[config.mk]
export PLATFORM = sky130hd
export DESIGN_NAME = id_ex_stage_flat
export DESIGN_NICKNAME = d
export VERILOG_FILES = /design/src/rtl/id_ex_if.sv /design/src/rtl/id_ex_stage.sv /design/src/flat_wrapper.sv
export SDC_FILE = /design/constraint.sdc
export NUM_CORES = 1
export LEC_CHECK = 0
export ABC_CLOCK_PERIOD_IN_PS = 5300
export CAP_MARGIN = 20
export CELL_PAD_IN_SITES_DETAIL_PLACEMENT = 1
export CELL_PAD_IN_SITES_GLOBAL_PLACEMENT = 2
export CORE_AREA = 2 2 105 208
export CTS_CLUSTER_DIAMETER = 100
export DETAILED_ROUTE_END_ITERATION = 8
export DIE_AREA = 0 0 107 210
export HOLD_SLACK_MARGIN = 0.02
export PLACE_DENSITY = 0.94
export SYNTH_ARGS = -nofsm -noshare
export SYNTH_HDL_FRONTEND = slang
export SYNTH_SLANG_ARGS = --single-unit
[constraint.sdc]
create_clock -name clk -period 5.3 [get_ports clk]
set_clock_uncertainty 0.15 [all_clocks]
set_input_delay 0.795 -clock clk [delete_from_list [all_inputs] [get_ports clk]]
set_output_delay 0.795 -clock clk [all_outputs]
set_load 0.1 [all_outputs]
[src/rtl/id_ex_if.sv]
// Decode/execute boundary bundle: decode-slot fields, downstream stage status,
// pipeline control, and the registered/forwarded EX-slot outputs.
interface id_ex_if #(
    parameter int DW = 16,
    parameter int RW = 3
);
    logic          id_valid;
    logic [RW-1:0] id_rs;
    logic [RW-1:0] id_rt;
    logic          id_rs_used;
    logic          id_rt_used;
    logic [DW-1:0] id_rs_data;
    logic [DW-1:0] id_rt_data;
    logic [DW-1:0] id_imm;
    logic          id_use_imm;
    logic [2:0]    id_op;
    logic          id_inva;
    logic          id_invb;
    logic          id_cin;
    logic          id_sign;
    logic [RW-1:0] id_rd;
    logic          id_reg_write;
    logic          id_mem_read;
    logic          id_mem_write;

    logic          exm_valid;
    logic          exm_reg_write;
    logic          exm_mem_read;
    logic [RW-1:0] exm_rd;
    logic [DW-1:0] exm_result;
    logic          mwb_valid;
    logic          mwb_reg_write;
    logic [RW-1:0] mwb_rd;
    logic [DW-1:0] mwb_data;

    logic          hold;
    logic          flush;

    logic          ex_valid;
    logic [DW-1:0] ex_a;
    logic [DW-1:0] ex_b;
    logic [2:0]    ex_op;
    logic          ex_inva;
    logic          ex_invb;
    logic          ex_cin;
    logic          ex_sign;
    logic [RW-1:0] ex_rd;
    logic          ex_reg_write;
    logic          ex_mem_read;
    logic          ex_mem_write;
    logic [DW-1:0] ex_store_data;
    logic          stall_id;

    modport master (
        output id_valid, id_rs, id_rt, id_rs_used, id_rt_used, id_rs_data, id_rt_data,
               id_imm, id_use_imm, id_op, id_inva, id_invb, id_cin, id_sign, id_rd,
               id_reg_write, id_mem_read, id_mem_write,
               exm_valid, exm_reg_write, exm_mem_read, exm_rd, exm_result,
               mwb_valid, mwb_reg_write, mwb_rd, mwb_data, hold, flush,
        input  ex_valid, ex_a, ex_b, ex_op, ex_inva, ex_invb, ex_cin, ex_sign, ex_rd,
               ex_reg_write, ex_mem_read, ex_mem_write, ex_store_data, stall_id
    );

    modport slave (
        input  id_valid, id_rs, id_rt, id_rs_used, id_rt_used, id_rs_data, id_rt_data,
               id_imm, id_use_imm, id_op, id_inva, id_invb, id_cin, id_sign, id_rd,
               id_reg_write, id_mem_read, id_mem_write,
               exm_valid, exm_reg_write, exm_mem_read, exm_rd, exm_result,
               mwb_valid, mwb_reg_write, mwb_rd, mwb_data, hold, flush,
        output ex_valid, ex_a, ex_b, ex_op, ex_inva, ex_invb, ex_cin, ex_sign, ex_rd,
               ex_reg_write, ex_mem_read, ex_mem_write, ex_store_data, stall_id
    );
endinterface

[src/rtl/id_ex_stage.sv]
// ID/EX pipeline register with EX/MEM and MEM/WB operand forwarding and
// load-use bubble insertion. Update priority: rst > hold > flush > load-use > load.
module id_ex_stage #(
    parameter int DW = 16,
    parameter int RW = 3
) (
    input  logic    clk,
    input  logic    rst,
    id_ex_if.slave  bus
);
    logic          r_valid;
    logic [RW-1:0] r_rs;
    logic [RW-1:0] r_rt;
    logic          r_rs_used;
    logic          r_rt_used;
    logic [DW-1:0] r_rs_data;
    logic [DW-1:0] r_rt_data;
    logic [DW-1:0] r_imm;
    logic          r_use_imm;
    logic [2:0]    r_op;
    logic          r_inva;
    logic          r_invb;
    logic          r_cin;
    logic          r_sign;
    logic [RW-1:0] r_rd;
    logic          r_reg_write;
    logic          r_mem_read;
    logic          r_mem_write;

    logic          w_load_use;
    logic [DW-1:0] w_fwd_rs;
    logic [DW-1:0] w_fwd_rt;

    // A load still in EX cannot supply its data before the dependent instruction needs it.
    assign w_load_use = r_valid & r_mem_read & r_reg_write & bus.id_valid & ~bus.flush &
                        ((bus.id_rs_used & (bus.id_rs == r_rd)) |
                         (bus.id_rt_used & (bus.id_rt == r_rd)));

    function automatic logic [DW-1:0] fwd_sel(
        input logic [RW-1:0] src,
        input logic          used,
        input logic [DW-1:0] rf_data,
        input logic          exm_valid,
        input logic          exm_reg_write,
        input logic          exm_mem_read,
        input logic [RW-1:0] exm_rd,
        input logic [DW-1:0] exm_result,
        input logic          mwb_valid,
        input logic          mwb_reg_write,
        input logic [RW-1:0] mwb_rd,
        input logic [DW-1:0] mwb_data
    );
        logic [DW-1:0] v;
        v = rf_data;
        if (used) begin
            // A load in EX/MEM has no data yet, so only MEM/WB can supply it.
            if (exm_valid && exm_reg_write && !exm_mem_read && (exm_rd == src))
                v = exm_result;
            else if (mwb_valid && mwb_reg_write && (mwb_rd == src))
                v = mwb_data;
        end
        return v;
    endfunction

    always_comb begin
        w_fwd_rs = fwd_sel(r_rs, r_rs_used, r_rs_data,
                           bus.exm_valid, bus.exm_reg_write, bus.exm_mem_read, bus.exm_rd,
                           bus.exm_result, bus.mwb_valid, bus.mwb_reg_write, bus.mwb_rd,
                           bus.mwb_data);
        w_fwd_rt = fwd_sel(r_rt, r_rt_used, r_rt_data,
                           bus.exm_valid, bus.exm_reg_write, bus.exm_mem_read, bus.exm_rd,
                           bus.exm_result, bus.mwb_valid, bus.mwb_reg_write, bus.mwb_rd,
                           bus.mwb_data);
    end

    always_ff @(posedge clk) begin
        if (rst) begin
            r_valid     <= 1'b0;
            r_rs        <= '0;
            r_rt        <= '0;
            r_rs_used   <= 1'b0;
            r_rt_used   <= 1'b0;
            r_rs_data   <= '0;
            r_rt_data   <= '0;
            r_imm       <= '0;
            r_use_imm   <= 1'b0;
            r_op        <= '0;
            r_inva      <= 1'b0;
            r_invb      <= 1'b0;
            r_cin       <= 1'b0;
            r_sign      <= 1'b0;
            r_rd        <= '0;
            r_reg_write <= 1'b0;
            r_mem_read  <= 1'b0;
            r_mem_write <= 1'b0;
        end else if (bus.hold) begin
            r_valid <= r_valid;
        end else if (bus.flush || w_load_use) begin
            // Bubble: datapath fields keep stale values, side-effecting controls are killed.
            r_valid     <= 1'b0;
            r_reg_write <= 1'b0;
            r_mem_read  <= 1'b0;
            r_mem_write <= 1'b0;
        end else begin
            r_valid     <= bus.id_valid;
            r_rs        <= bus.id_rs;
            r_rt        <= bus.id_rt;
            r_rs_used   <= bus.id_rs_used;
            r_rt_used   <= bus.id_rt_used;
            r_rs_data   <= bus.id_rs_data;
            r_rt_data   <= bus.id_rt_data;
            r_imm       <= bus.id_imm;
            r_use_imm   <= bus.id_use_imm;
            r_op        <= bus.id_op;
            r_inva      <= bus.id_inva;
            r_invb      <= bus.id_invb;
            r_cin       <= bus.id_cin;
            r_sign      <= bus.id_sign;
            r_rd        <= bus.id_rd;
            r_reg_write <= bus.id_reg_write;
            r_mem_read  <= bus.id_mem_read;
            r_mem_write <= bus.id_mem_write;
        end
    end

    assign bus.ex_valid      = r_valid;
    assign bus.ex_a          = w_fwd_rs;
    assign bus.ex_b          = r_use_imm ? r_imm : w_fwd_rt;
    assign bus.ex_store_data = w_fwd_rt;
    assign bus.ex_op         = r_op;
    assign bus.ex_inva       = r_inva;
    assign bus.ex_invb       = r_invb;
    assign bus.ex_cin        = r_cin;
    assign bus.ex_sign       = r_sign;
    assign bus.ex_rd         = r_rd;
    assign bus.ex_reg_write  = r_reg_write;
    assign bus.ex_mem_read   = r_mem_read;
    assign bus.ex_mem_write  = r_mem_write;
    assign bus.stall_id      = ~rst & (bus.hold | w_load_use);
endmodule

[src/flat_wrapper.sv]
// flat-port wrapper written by rule: the top's interface ports become plain ports
module id_ex_stage_flat 
#(
    parameter int DW = 16,
    parameter int RW = 3
)
  (clk, rst, bus_id_valid, bus_id_rs, bus_id_rt, bus_id_rs_used, bus_id_rt_used, bus_id_rs_data, bus_id_rt_data, bus_id_imm, bus_id_use_imm, bus_id_op, bus_id_inva, bus_id_invb, bus_id_cin, bus_id_sign, bus_id_rd, bus_id_reg_write, bus_id_mem_read, bus_id_mem_write, bus_exm_valid, bus_exm_reg_write, bus_exm_mem_read, bus_exm_rd, bus_exm_result, bus_mwb_valid, bus_mwb_reg_write, bus_mwb_rd, bus_mwb_data, bus_hold, bus_flush, bus_ex_valid, bus_ex_a, bus_ex_b, bus_ex_op, bus_ex_inva, bus_ex_invb, bus_ex_cin, bus_ex_sign, bus_ex_rd, bus_ex_reg_write, bus_ex_mem_read, bus_ex_mem_write, bus_ex_store_data, bus_stall_id);
  id_ex_if #(.DW(DW), .RW(RW)) bus_i ();
  input  logic clk;
  input  logic rst;
  input wire logic [$bits(bus_i.id_valid)-1:0] bus_id_valid;
  input wire logic [$bits(bus_i.id_rs)-1:0] bus_id_rs;
  input wire logic [$bits(bus_i.id_rt)-1:0] bus_id_rt;
  input wire logic [$bits(bus_i.id_rs_used)-1:0] bus_id_rs_used;
  input wire logic [$bits(bus_i.id_rt_used)-1:0] bus_id_rt_used;
  input wire logic [$bits(bus_i.id_rs_data)-1:0] bus_id_rs_data;
  input wire logic [$bits(bus_i.id_rt_data)-1:0] bus_id_rt_data;
  input wire logic [$bits(bus_i.id_imm)-1:0] bus_id_imm;
  input wire logic [$bits(bus_i.id_use_imm)-1:0] bus_id_use_imm;
  input wire logic [$bits(bus_i.id_op)-1:0] bus_id_op;
  input wire logic [$bits(bus_i.id_inva)-1:0] bus_id_inva;
  input wire logic [$bits(bus_i.id_invb)-1:0] bus_id_invb;
  input wire logic [$bits(bus_i.id_cin)-1:0] bus_id_cin;
  input wire logic [$bits(bus_i.id_sign)-1:0] bus_id_sign;
  input wire logic [$bits(bus_i.id_rd)-1:0] bus_id_rd;
  input wire logic [$bits(bus_i.id_reg_write)-1:0] bus_id_reg_write;
  input wire logic [$bits(bus_i.id_mem_read)-1:0] bus_id_mem_read;
  input wire logic [$bits(bus_i.id_mem_write)-1:0] bus_id_mem_write;
  input wire logic [$bits(bus_i.exm_valid)-1:0] bus_exm_valid;
  input wire logic [$bits(bus_i.exm_reg_write)-1:0] bus_exm_reg_write;
  input wire logic [$bits(bus_i.exm_mem_read)-1:0] bus_exm_mem_read;
  input wire logic [$bits(bus_i.exm_rd)-1:0] bus_exm_rd;
  input wire logic [$bits(bus_i.exm_result)-1:0] bus_exm_result;
  input wire logic [$bits(bus_i.mwb_valid)-1:0] bus_mwb_valid;
  input wire logic [$bits(bus_i.mwb_reg_write)-1:0] bus_mwb_reg_write;
  input wire logic [$bits(bus_i.mwb_rd)-1:0] bus_mwb_rd;
  input wire logic [$bits(bus_i.mwb_data)-1:0] bus_mwb_data;
  input wire logic [$bits(bus_i.hold)-1:0] bus_hold;
  input wire logic [$bits(bus_i.flush)-1:0] bus_flush;
  output wire logic [$bits(bus_i.ex_valid)-1:0] bus_ex_valid;
  output wire logic [$bits(bus_i.ex_a)-1:0] bus_ex_a;
  output wire logic [$bits(bus_i.ex_b)-1:0] bus_ex_b;
  output wire logic [$bits(bus_i.ex_op)-1:0] bus_ex_op;
  output wire logic [$bits(bus_i.ex_inva)-1:0] bus_ex_inva;
  output wire logic [$bits(bus_i.ex_invb)-1:0] bus_ex_invb;
  output wire logic [$bits(bus_i.ex_cin)-1:0] bus_ex_cin;
  output wire logic [$bits(bus_i.ex_sign)-1:0] bus_ex_sign;
  output wire logic [$bits(bus_i.ex_rd)-1:0] bus_ex_rd;
  output wire logic [$bits(bus_i.ex_reg_write)-1:0] bus_ex_reg_write;
  output wire logic [$bits(bus_i.ex_mem_read)-1:0] bus_ex_mem_read;
  output wire logic [$bits(bus_i.ex_mem_write)-1:0] bus_ex_mem_write;
  output wire logic [$bits(bus_i.ex_store_data)-1:0] bus_ex_store_data;
  output wire logic [$bits(bus_i.stall_id)-1:0] bus_stall_id;
  assign bus_i.id_valid = bus_id_valid;
  assign bus_i.id_rs = bus_id_rs;
  assign bus_i.id_rt = bus_id_rt;
  assign bus_i.id_rs_used = bus_id_rs_used;
  assign bus_i.id_rt_used = bus_id_rt_used;
  assign bus_i.id_rs_data = bus_id_rs_data;
  assign bus_i.id_rt_data = bus_id_rt_data;
  assign bus_i.id_imm = bus_id_imm;
  assign bus_i.id_use_imm = bus_id_use_imm;
  assign bus_i.id_op = bus_id_op;
  assign bus_i.id_inva = bus_id_inva;
  assign bus_i.id_invb = bus_id_invb;
  assign bus_i.id_cin = bus_id_cin;
  assign bus_i.id_sign = bus_id_sign;
  assign bus_i.id_rd = bus_id_rd;
  assign bus_i.id_reg_write = bus_id_reg_write;
  assign bus_i.id_mem_read = bus_id_mem_read;
  assign bus_i.id_mem_write = bus_id_mem_write;
  assign bus_i.exm_valid = bus_exm_valid;
  assign bus_i.exm_reg_write = bus_exm_reg_write;
  assign bus_i.exm_mem_read = bus_exm_mem_read;
  assign bus_i.exm_rd = bus_exm_rd;
  assign bus_i.exm_result = bus_exm_result;
  assign bus_i.mwb_valid = bus_mwb_valid;
  assign bus_i.mwb_reg_write = bus_mwb_reg_write;
  assign bus_i.mwb_rd = bus_mwb_rd;
  assign bus_i.mwb_data = bus_mwb_data;
  assign bus_i.hold = bus_hold;
  assign bus_i.flush = bus_flush;
  assign bus_ex_valid = bus_i.ex_valid;
  assign bus_ex_a = bus_i.ex_a;
  assign bus_ex_b = bus_i.ex_b;
  assign bus_ex_op = bus_i.ex_op;
  assign bus_ex_inva = bus_i.ex_inva;
  assign bus_ex_invb = bus_i.ex_invb;
  assign bus_ex_cin = bus_i.ex_cin;
  assign bus_ex_sign = bus_i.ex_sign;
  assign bus_ex_rd = bus_i.ex_rd;
  assign bus_ex_reg_write = bus_i.ex_reg_write;
  assign bus_ex_mem_read = bus_i.ex_mem_read;
  assign bus_ex_mem_write = bus_i.ex_mem_write;
  assign bus_ex_store_data = bus_i.ex_store_data;
  assign bus_stall_id = bus_i.stall_id;
  id_ex_stage #(.DW(DW), .RW(RW)) u_core (.clk(clk), .rst(rst), .bus(bus_i));
endmodule
; ---- After elaboration in Yosys (flattened, before gate mapping)
; Index checks and enable logic that the tools add are counted.
[op_classes]
eq_ne = 6
n_mux = 11
bitwise = 14
n_reduce_logical = 10
[op_table]
columns = operator, n
row1 = 16-bit 2-to-1 mux, 7
row2 = 3-bit == test, 6
row3 = 1-bit AND, 8
row4 = 1-bit logical AND, 7
row5 = 1-bit 2-to-1 mux, 4
row6 = 1-bit inverter, 4
row7 = 1-bit bitwise OR, 2
row8 = 2-bit AND reduction, 1
row9 = 1-bit zero test, 1
row10 = 1-bit logical OR, 1
[word_totals]
ff_bits = 71
inputBits = 118

; ---- Longest topological paths before layout
[depth]
ltp_word = 8
mapped_depth = 6
mapped_depth_nobuf = 4

; ---- Worst setup path before layout
; OpenSTA, ideal clock, no wires.
[synth_path]
path_kind = in2out
start = input bus_exm_reg_write
end = output bus_ex_store_data[4]
arrival_time_ps = 3229
t_required_ps = 4355
slack_ps = 1126
stages = 6
path_buffers = 2
path_cell_list = and3b_1 -> nand4_1 -> buf_2 -> buf_2 -> mux2i_1 -> o22ai_1
[synth_via]
elab_chain_len = 5
[synth_rtl]
columns = item, line
row1 = "start, declared", flat_wrapper.sv:30  ; input wire logic [$bits(bus_i.exm_reg_write)-1:0] bus_exm_reg_write;
row2 = 1-bit logical AND (3 in a row), id_ex_stage.sv:57  ; if (exm_valid && exm_reg_write && !exm_mem_read && (exm_rd == src))
row3 = 16-bit 2-to-1 mux, id_ex_stage.sv:57
row4 = 16-bit 2-to-1 mux, id_ex_stage.sv:55  ; if (used) begin
row5 = "end, declared", flat_wrapper.sv:52  ; output wire logic [$bits(bus_i.ex_store_data)-1:0] bus_ex_store_data;
; No other way between the ends.

; ---- Worst setup path in the final report
[layout_path]
start = input bus_mwb_reg_write
end = output bus_ex_b[3]
[layout_via]
elab_chain_len = 6
[layout_rtl]
columns = item, line
row1 = "start, declared", flat_wrapper.sv:35  ; input wire logic [$bits(bus_i.mwb_reg_write)-1:0] bus_mwb_reg_write;
row2 = 1-bit logical AND (2 in a row), id_ex_stage.sv:59  ; else if (mwb_valid && mwb_reg_write && (mwb_rd == src))
row3 = 16-bit 2-to-1 mux, id_ex_stage.sv:59
row4 = 16-bit 2-to-1 mux, id_ex_stage.sv:57
row5 = 16-bit 2-to-1 mux, id_ex_stage.sv:55
row6 = 16-bit 2-to-1 mux, id_ex_stage.sv:128  ; assign bus.ex_b = r_use_imm ? r_imm : w_fwd_rt;
row7 = "end, declared", flat_wrapper.sv:42  ; output wire logic [$bits(bus_i.ex_b)-1:0] bus_ex_b;
; No other way between the ends.

==> results.toml <==
[outcome]
outcome = "finished clean"

[grt]
overflow = 0
antenna_found_initial = 3
first_global_vias = 7161
use_met3 = 0.0266
grt-busiest-layer = "met2"
use_met1 = 0.264
grt_max_degree = 77
grtUsageMet2 = 0.417
grt_pass1_wl_um = 41300
grt_usage = 0.236

[routing]
wl_um = 27200
ant_nets = 0
vias = 7040
drt_iter0_markers = 383
vias_per_cell = 6.13
drtPass1Iterations = 6
post_drt_wl_per_cell_um = 23.7
drc_errors = 0

[synth]
ys_seq_area_frac = 0.238
ys_ff_latch = 71
yosys_warnings = 0
syn_area_um2 = 5960
ys.flop_type = "dfxtp_1"
async_flop_share = 0
synth.distinct_cells = 35
synth-edff-count = 0
avgSynthCellArea_um2 = 7.78
syn_nets = 884
synthCells = 766

[clock_network]
holdBufCountCts = 0
htreeDepth = 3
clkTransAtPathRegs_ns = 0.06
cts_tree = "done"
cts.sinks = 71
numCtsBuffers = 9
clock_path_buffers = 2
clock-root-buffer = "clkbuf_16"
clk_latency_ns = 0.34
ctsResizeCount = 0
cts_setup_buffers = 0

[floorplan]
initial_core_util = 0.285
pin_count = 181
core_um2 = 20900
die_h_um = 210
die_w_um = 107
num_rows = 75
floorplan.die_area_um2 = 22500

[timing]
rsz0062_at_grt = "no"
slew_violations = 0
fin_setup_tns_ns = 0
period_share = 0.827
hold_violations = 0
relSlewSlack = 0.338
hold_ws_ns = 0.326
min_period_ns = 4.38
setup_slack_ns = 0.918
setup_viol = 0
worstMarginPinSlew_ns = 0.989
max_freq_mhz = 228

[worst_hold_path]
hold_class = "reg -> reg"

[cells_and_area]
drive_above_1_share = 0.118
final_nets = 991
syn2layout_area_growth_pct = 34.5

[setup_path]
worstReg2RegStart = "u_core.bus.ex_rd[1]"
reg2reg_slack_ns = 3.27
cp.arrival_ns = 3.44
critPathRequiredTime_ns = 4.36
end_kind = "primary output"
worstReg2RegEnd = "u_core.bus.ex_reg_write"
startpoint = "bus_mwb_reg_write"
startpoint_type = "primary input"
reg2reg_depth = 5
critical_path_class = "in -> out"
cp_max_fo = 17
crit_path_end = "bus_ex_b[3]"

[placement]
dp_slack_ns = 0.978
portBuffers = 180
dp_hpwl_um = 19000
gp_congestion = 0.901

[power]
leakage_nw = 2.76
total_power_mw = 2.06
power_density_nw_per_um2 = 256
peakVddDrop_v = 0.000124

[flow_run]
cap_viol_max_count = 0
==> critical path, stage by stage <==
cell and delay, ns:
clkdlybuf4s50_1 0.82, nand2_1 0.20, or4_4 0.62, a21oi_4 0.47
o22ai_1 0.23, buf_4 0.30
==> power by group <==
group / switching, mW / internal [mW]
Clock: 0.251 / 0.310
Sequential: 0.0538 / 0.582
Combinational: 0.598 / 0.260
Total: 0.903 / 1.15
==> layout by cell type, fill, tap and decap left out, types with 2 or more instances in the layout <==
master             n
a2111o_1          17
a21oi_4            2
a22o_1            16
a32o_1             4
a32oi_1           67
and4_1             2
buf_12             4
buf_4             65
clkbuf_16          9
clkdlybuf4s50_1  130
clkinv_2           2
clkinvlp_4         2
dfxtp_1           71
diode_2            3
inv_1             17
mux2_2            15
mux2i_1           32
nand3_1          150
nand4_1            5
nor2_1             3
nor3b_1          117
nor4_1            32
o21ai_0           51
o22ai_1           32
xnor2_1           12
xor2_1             6
==> worst min path at each step <==
stage                                   end  cells past startpoint               startpoint  slack [ns]
floorplan                   u_core.r_imm[0]                      2          u_core.r_imm[0]        0.35
global placement    u_core.bus.ex_mem_write                      1  u_core.bus.ex_mem_write        0.30
detailed placement  u_core.bus.ex_mem_write                      1  u_core.bus.ex_mem_write        0.32
CTS                 u_core.bus.ex_mem_write                      1  u_core.bus.ex_mem_write        0.33
global route        u_core.bus.ex_mem_write                      1  u_core.bus.ex_mem_write        0.36
finish              u_core.bus.ex_mem_write                      1  u_core.bus.ex_mem_write        0.33
==> state kept, by name (all words and copies together), names as in the netlist, 3 cells and up <==
name              cells
u_core.r_rt           3
u_core.bus.ex_rd      3
u_core.r_rt_data     16
u_core.r_rs           3
u_core.bus.ex_op      3
u_core.r_rs_data     16
u_core.r_imm         16
==> synthesized netlist by cell type, types with 16 or more instances <==
cell	instances	area, um^2
mux2i_1	32	320
clkbuf_1	84	315
a22o_1	16	140
nor4_1	32	200
o22ai_1	32	200
inv_1	18	67.6
a2111o_1	17	191
a32oi_1	67	587
o21ai_0	51	255
nand3_1	150	751
dfxtp_1	71	1420
nor3b_1	117	878
==> area by class of cell <==
cell class / instances / area [um^2]
multi-input combinational: 573 / 4060
tap: 269 / 337
timing repair buffer: 199 / 1870
clock buffer: 10 / 229
sequential: 71 / 1420
clock inverter: 4 / 25.0
antenna: 3 / 7.51
fill: 2499 / 12900
inverter: 19 / 71.3
==> per-stage QoR <==
stage,util,cell area [um^2],std cells
after detailed placement,0.371,7760,1131
final,0.383,8020,1148
after global routing,0.383,8020,1148
after global placement,0.371,7760,1131
after CTS,0.383,8020,1145
after floorplan,-,5960,766
==> kinds of logic after synthesis <==
group           Yosys count  share of synthesized area
simple gates            315                      0.324
compound gates          192                      0.246
buf+inv                 122                     0.0808
flops                    71                      0.238
mux                      48                     0.0839
xor+xnor                 18                     0.0264
==> per-layer routing <==
layer | part of all wire | vias up
met4 | 0.059 | 0
met2 | 0.53 | 240
met3 | 0.042 | 58
li1 | - | 3228
met1 | 0.37 | 3514
met5 | 0 | -
Note: power is estimated with default switching activity, not from simulation.
